[src/rtl/di_tx_pkg.sv]
// -----------------------------------------------------------------------------
// di_tx_pkg
// Shared definitions for the 1-of-4 delay-insensitive transmitter.
//   - di_tx_state_e : handshake FSM states (IDLE, DATA, NULL)
//   - GROUP_W       : rails per digit group (one-hot, 4)
//   - DIGIT_W       : data bits per digit group (2)
//   - MAX_WIDTH     : widest data word the encode helper supports
//   - encode_1of4() : data word -> rail vector, one hot rail per 2-bit digit
//   - null_rails()  : the all-zero (NULL) rail vector
// -----------------------------------------------------------------------------
package di_tx_pkg;

  localparam int unsigned GROUP_W   = 4;
  localparam int unsigned DIGIT_W   = 2;
  localparam int unsigned MAX_WIDTH = 64;
  localparam int unsigned MAX_RAILS = 2 * MAX_WIDTH;

  typedef enum logic [1:0] {
    ST_IDLE = 2'd0,
    ST_DATA = 2'd1,
    ST_NULL = 2'd2
  } di_tx_state_e;

  // Encodes a word of up to MAX_WIDTH bits. Callers zero-extend their word and
  // truncate the result to 2*WIDTH rails; unused upper groups encode digit 0
  // and are dropped by the truncation.
  function automatic logic [MAX_RAILS-1:0] encode_1of4(input logic [MAX_WIDTH-1:0] word);
    logic [MAX_RAILS-1:0] rails;
    logic [DIGIT_W-1:0]   digit;
    logic [GROUP_W-1:0]   hot;
    rails = '0;
    for (int unsigned g = 0; g < MAX_WIDTH / DIGIT_W; g++) begin
      digit = DIGIT_W'(word >> (g * DIGIT_W));
      hot   = GROUP_W'(1) << digit;
      rails = rails | (MAX_RAILS'(hot) << (g * GROUP_W));
    end
    return rails;
  endfunction

  function automatic logic [MAX_RAILS-1:0] null_rails();
    return '0;
  endfunction

endpackage

[src/rtl/di_tx_1of4_sync.sv]
// -----------------------------------------------------------------------------
// di_sync
// STAGES-deep flop chain bringing an asynchronous level into the clk domain.
// Asynchronous active-low reset clears every stage to 0.
// Ports:
//   clk   in  : destination clock
//   rst_n in  : asynchronous active-low reset
//   i_d   in  : asynchronous input level
//   o_q   out : synchronized level (last stage)
// -----------------------------------------------------------------------------
module di_sync #(
  parameter int unsigned STAGES = 2
) (
  input  logic clk,
  input  logic rst_n,
  input  logic i_d,
  output logic o_q
);

  logic [STAGES-1:0] r_sync;

  always_ff @(posedge clk or negedge rst_n) begin
    if (!rst_n) begin
      r_sync <= '0;
    end else begin
      r_sync <= {r_sync[STAGES-2:0], i_d};
    end
  end

  assign o_q = r_sync[STAGES-1];

endmodule

[src/rtl/di_tx_1of4.sv]
// -----------------------------------------------------------------------------
// di_tx_1of4
// Synchronous sender for the delay-insensitive 1-of-4 four-phase link.
// Words arrive over valid/ready into a one-entry holding buffer, are encoded
// one hot rail per 2-bit digit, and are launched onto registered rails. The
// return-to-zero handshake runs against an asynchronous acknowledge that is
// synchronized before the FSM looks at it.
//
// Optional feature: define DI_TX_TIMEOUT_EN to build the handshake watchdog;
// otherwise timeout_err is tied low.
//
// Parameters:
//   WIDTH       : data word width (even, 2..64); 2*WIDTH rails
//   SYNC_STAGES : ack_in synchronizer depth (>= 2)
//   TIMEOUT     : watchdog limit in cycles (only with DI_TX_TIMEOUT_EN)
// Ports:
//   clk         in  : clock
//   rst_n       in  : asynchronous active-low reset
//   in_data     in  : word to send, sampled only on the accept edge
//   in_valid    in  : in_data valid
//   in_ready    out : holding buffer empty
//   rails_out   out : registered rails, group g at [4g+3:4g]
//   ack_in      in  : receiver acknowledge, asynchronous to clk
//   busy        out : FSM not IDLE or buffer full
//   timeout_err out : sticky watchdog flag
// -----------------------------------------------------------------------------
module di_tx_1of4
  import di_tx_pkg::*;
#(
  parameter int unsigned WIDTH       = 8,
  parameter int unsigned SYNC_STAGES = 2,
  parameter int unsigned TIMEOUT     = 255
) (
  input  logic               clk,
  input  logic               rst_n,
  input  logic [WIDTH-1:0]   in_data,
  input  logic               in_valid,
  output logic               in_ready,
  output logic [2*WIDTH-1:0] rails_out,
  input  logic               ack_in,
  output logic               busy,
  output logic               timeout_err
);

  localparam int unsigned RAILS = 2 * WIDTH;

  if ((WIDTH % 2) != 0 || WIDTH < 2 || WIDTH > MAX_WIDTH ||
      SYNC_STAGES < 2 || TIMEOUT < 1) begin : g_bad_params
    $error("di_tx_1of4: illegal WIDTH/SYNC_STAGES/TIMEOUT");
  end

  di_tx_state_e     r_state;
  logic [RAILS-1:0] r_rails;
  logic             r_buf_full;
  logic [WIDTH-1:0] r_buf_data;

  logic             w_ack_s;
  logic             w_load;
  logic             w_accept;
  logic [RAILS-1:0] w_enc;

  di_sync #(
    .STAGES (SYNC_STAGES)
  ) u_ack_sync (
    .clk   (clk),
    .rst_n (rst_n),
    .i_d   (ack_in),
    .o_q   (w_ack_s)
  );

  assign w_enc = RAILS'(encode_1of4(MAX_WIDTH'(r_buf_data)));

  // A buffered word launches from either rail-NULL state once the receiver
  // has released ack; a stale ack in IDLE simply holds the word back.
  assign w_load   = r_buf_full && !w_ack_s &&
                    ((r_state == ST_IDLE) || (r_state == ST_NULL));
  assign w_accept = in_valid && !r_buf_full;

  // Holding buffer: accept and drain are mutually exclusive because a drain
  // needs the buffer full while an accept needs it empty.
  always_ff @(posedge clk or negedge rst_n) begin
    if (!rst_n) begin
      r_buf_full <= 1'b0;
      r_buf_data <= '0;
    end else if (w_load) begin
      r_buf_full <= 1'b0;
    end else if (w_accept) begin
      r_buf_full <= 1'b1;
      r_buf_data <= in_data;
    end
  end

  always_ff @(posedge clk or negedge rst_n) begin
    if (!rst_n) begin
      r_state <= ST_IDLE;
      r_rails <= RAILS'(null_rails());
    end else begin
      case (r_state)
        ST_IDLE: begin
          r_rails <= RAILS'(null_rails());
          if (w_load) begin
            r_rails <= w_enc;
            r_state <= ST_DATA;
          end
        end
        ST_DATA: begin
          if (w_ack_s) begin
            r_rails <= RAILS'(null_rails());
            r_state <= ST_NULL;
          end
        end
        ST_NULL: begin
          if (!w_ack_s) begin
            if (r_buf_full) begin
              r_rails <= w_enc;
              r_state <= ST_DATA;
            end else begin
              r_state <= ST_IDLE;
            end
          end
        end
        default: begin
          r_rails <= RAILS'(null_rails());
          r_state <= ST_IDLE;
        end
      endcase
    end
  end

  assign rails_out = r_rails;
  assign in_ready  = !r_buf_full;
  assign busy      = (r_state != ST_IDLE) || r_buf_full;

`ifdef DI_TX_TIMEOUT_EN
  localparam int unsigned CNT_W = $clog2(TIMEOUT + 1);

  logic [CNT_W-1:0] r_wd_cnt;
  logic             r_timeout_err;
  logic             w_state_change;

  // Mirrors every transition condition of the FSM above so the counter
  // clears on exactly the edges where the state moves.
  assign w_state_change = ((r_state == ST_IDLE) && w_load)   ||
                          ((r_state == ST_DATA) && w_ack_s)  ||
                          ((r_state == ST_NULL) && !w_ack_s);

  always_ff @(posedge clk or negedge rst_n) begin
    if (!rst_n) begin
      r_wd_cnt      <= '0;
      r_timeout_err <= 1'b0;
    end else if (w_state_change || (r_state == ST_IDLE)) begin
      r_wd_cnt <= '0;
    end else if (r_wd_cnt != CNT_W'(TIMEOUT)) begin
      r_wd_cnt <= r_wd_cnt + CNT_W'(1);
      if ((r_wd_cnt + CNT_W'(1)) == CNT_W'(TIMEOUT)) begin
        r_timeout_err <= 1'b1;
      end
    end
  end

  assign timeout_err = r_timeout_err;
`else
  assign timeout_err = 1'b0;
`endif

endmodule

[config.mk]
export PLATFORM = sky130hd
export DESIGN_NAME = di_tx_1of4
export DESIGN_NICKNAME = d
export VERILOG_FILES = /design/src/rtl/di_tx_pkg.sv /design/src/rtl/di_tx_1of4_sync.sv /design/src/rtl/di_tx_1of4.sv
export SDC_FILE = /design/constraint.sdc
export NUM_CORES = 1
export LEC_CHECK = 0
export ABC_AREA = 1
export CORE_ASPECT_RATIO = 1.1
export CORE_UTILIZATION = 40
export DETAILED_ROUTE_END_ITERATION = 7
export PLACE_DENSITY_LB_ADDON = 0.2
export REMOVE_ABC_BUFFERS = 1
export SLEW_MARGIN = 20
export SYNTH_ARGS = -nofsm -noshare
export SYNTH_HDL_FRONTEND = slang
export SYNTH_HIERARCHICAL = 1
export SYNTH_SLANG_ARGS = --single-unit
[constraint.sdc]
create_clock -name clk -period 1.15 [get_ports clk]
set_clock_uncertainty 0.1 [all_clocks]
set_input_delay 0.1725 -clock clk [delete_from_list [all_inputs] [get_ports clk]]
set_output_delay 0.1725 -clock clk [all_outputs]
set_load 0.02 [all_outputs]
==> results.py <==
metrics = {
    "cells_and_area": {
        "num_antenna_cells": 0,
        "syn_to_final_growth_pct": 55.0,
        "fillCellCount": 241,
        "seq_area_um2": 726,
        "instances_no_fill": 212,
        "final_nets": 191,
        "drive_gt1_frac": 0.374,
        "final_core_util": 0.657,
        "multiInputGateArea_um2": 442,
        "design_area_um2": 1830,
    },
    "route": {
        "avgRoutedWirePerCell_um": 11.6,
        "wl_mm": 2.46,
        "drt-initial-drc-count": 17,
        "drc_errors": 0,
        "antenna_left": 0,
        "vias_per_cell": 4.69,
        "vias": 995,
        "dr.pass1.iters": 4,
    },
    "synth": {
        "synth_flop_cell": "dfrtp_1",
        "yosysSeqAreaShare": 0.616,
        "synth_top_family_by_area": "simple AND/OR/NAND/NOR gates",
        "synthXorXnorAreaFrac": 0,
        "syn_inst": 122,
        "yosys.area.top_type": "dfrtp_1",
        "ys_seq_elements": 29,
        "synth-compound-area-share": 0.0510,
        "yosys-top-cells-area": "dfrtp_1, nand2_1, nand3_1",
        "async_reset_ff_frac": 1.00,
        "synth_top_area_share": 0.616,
        "synth_edf_count": 0,
        "synth_simple_gate_area_frac": 0.255,
        "yosys-top-cells-count": "dfrtp_1, nand2_1, nand3_1, inv_1",
        "synthAdderAreaFrac": 0,
        "postSynthAreaPerCell_um2": 9.65,
        "synthMuxAreaShare": 0,
        "yosys_warnings": 6,
        "ys_types": 14,
        "yosysMostFrequentCell": "dfrtp_1",
        "synth_area_um2": 1180,
    },
    "worst_setup_path": {
        "critPathLaunch": "r_state[0]$_DFFE_PN0P_",
        "critical_path_class": "reg -> out",
        "cp.required_ns": 0.88,
        "end_kind": "output pin",
        "crit_arrival_ns": 0.99,
        "start_kind": "register",
        "critPathMaxFanout": 3,
        "reg2regPathDepth": 6,
        "ff2ff_setup_slack_ns": -0.01,
        "rr_endpoint": "rails_out[11]$_DFFE_PN0P_",
        "cp-endpoint": "busy",
        "reg2reg_from": "r_state[0]$_DFFE_PN0P_",
    },
    "grt": {
        "antenna_found_initial": 0,
        "grt_pass1_wl_mm": 4.13,
        "use_met1": 0.215,
        "grt_util_met3": 0.0698,
        "grt.total_usage": 0.193,
        "grt_pass1_vias": 963,
        "grt_start_max_net_pins": 30,
        "busiest_layer": "met2",
        "use_met2": 0.314,
        "gr-total-overflow": 0,
    },
    "sta": {
        "slew_violations": 0,
        "setup_viol": 3,
        "fin_crit_sh": 1.10,
        "tns_ns": -0.152,
        "rsz0062_at_grt": "true",
        "hold_viol": 0,
        "fmax_ghz": 0.793,
        "period_needed_ns": 1.26,
        "setup_ws_ns": -0.112,
    },
    "power": {
        "internal_power_mw": 2.59,
        "p_seq_frac": 0.376,
        "power_density_nw_per_um2": 2300,
        "p_sw_mw": 1.61,
        "clkPwrFrac": 0.147,
        "vdd.ir_drop.worst_mv": 1.44,
        "sw_frac_of_total": 0.383,
        "leakage_nw": 0.969,
        "combPwrFrac": 0.477,
    },
    "run": {
        "cap_viol_max_count": 0,
    },
    "clock_tree": {
        "cts_tree": "yes",
        "cts_sinks": 29,
        "cts_buffers": 5,
        "worstSkewPairLatency_ns": 0.33,
        "hold_buffers": 0,
        "h-tree-depth": 2,
        "clk_path_buf_depth": 2,
        "clk_pin_slew_ns": 0.09,
        "cts_root_buf": "clkbuf_4",
    },
    "floorplanning": {
        "core-area_um2": 2780,
        "dieArea_um2": 3160,
        "die_h_um": 58.9,
        "io_pins": 31,
        "chipWidth_um": 53.7,
        "initial_core_util": 0.424,
        "row_count": 20,
    },
    "placed_design": {
        "place_congestion": 0.751,
        "dpl.hpwl_mm": 1.55,
        "dp_slack_ns": -0.208,
        "port_buffers": 29,
        "dpl_cell_area_um2": 1550,
        "post-place-cells": 189,
    },
    "hold_path": {
        "hold_path_class": "in -> async",
    },
    "status": {
        "status": "complete, but fails checks",
        "violations": "setup timing",
    },
}
sequential cells by signal (all words and copies together) (netlist names):
name and count:
r_buf_data 8, r_buf_full 1, r_state 2, rails_out 16, u_ack_sync/r_sync 2
cell type report:
| type | count | area share |
|---|---|---|
| clock buffers | 7 | 0.0302 |
| inverters | 12 | 0.0247 |
| multi-input cells | 78 | 0.242 |
| flip-flops and latches | 29 | 0.398 |
| well taps | 33 | 0.0226 |
| repair buffers | 53 | 0.283 |
metrics by stage:
| step | hold slack [ns] | power (mW) |
|---|---|---|
| detailed placement | 0.242 | 3.11 |
| global placement | 0.237 | 3.06 |
| CTS | 0.0867 | 4.11 |
| floorplan | -0.223 | 2.37 |
| finish | 0.100 | 4.20 |
| global route | 0.0896 | 4.51 |
per-layer routing:
metal | part of all wire | vias up
met2 | 0.52 | 25
met3 | 0.055 | 6
met4 | 0.023 | 0
met5 | 0 | -
met1 | 0.40 | 465
li1 | - | 499
worst max-delay path, stage by stage (launching register included):
cell and delay [ns]:
dfrtp_1 0.39, inv_2 0.07, nand3_2 0.07, buf_6 0.13
cells in the final DEF (no fill, tap or decap), types with 3 or more instances in the layout:
| cell type | synthesis | final |
|---|---|---|
| nand2_1 | 28 | 28 |
| buf_4 | 3 | 20 |
| nor2_1 | 9 | 6 |
| nand2_2 | 7 | 4 |
| clkbuf_4 | 0 | 5 |
| buf_6 | 0 | 21 |
| clkdlybuf4s50_1 | 0 | 11 |
| dfrtp_1 | 29 | 29 |
| nand2_8 | 0 | 3 |
| a21oi_1 | 9 | 9 |
| inv_1 | 12 | 8 |
| nand3_1 | 17 | 16 |
| inv_2 | 0 | 4 |
power by group through the flow:
stage	registers, mW	clock network, mW	logic (mW)
5_1_grt	1.63	0.698	2.18
4_1_cts	1.57	0.646	1.89
2_1_floorplan	1.74	0	0.631
3_3_place_gp	1.54	0	1.52
6_report	1.58	0.616	2.00
3_5_place_dp	1.57	0	1.54
cell families after synthesis:
logic type	count (synthesis)
and+or+nand+nor	64
AOI/OAI and AO/OA	12
other	1
buffers and inverters	16
DFF	29
repair_timing:
action	in CTS	in global routing
resized for setup	120	8
pin swaps	1	3
gates cloned	1	0
setup endpoints to repair	43	42
hold endpoints to repair	0	0
setup buffers	9	6
worst min-delay path by stage:
stage	slack (ns)	depth (start not counted)	start	end
after floorplan	-0.22	0	rst_n	r_buf_data[0]$_DFFE_PN0P_
after global placement	0.24	0	u_ack_sync/r_sync[0]$_DFF_PN0_	u_ack_sync/r_sync[1]$_DFF_PN0_
after detailed placement	0.24	0	u_ack_sync/r_sync[0]$_DFF_PN0_	u_ack_sync/r_sync[1]$_DFF_PN0_
after CTS	0.09	2	rst_n	u_ack_sync/r_sync[1]$_DFF_PN0_
after global routing	0.09	2	rst_n	r_state[1]$_DFFE_PN0P_
final	0.1	2	rst_n	r_buf_data[1]$_DFFE_PN0P_
Note: power is estimated with default switching activity, not from simulation.
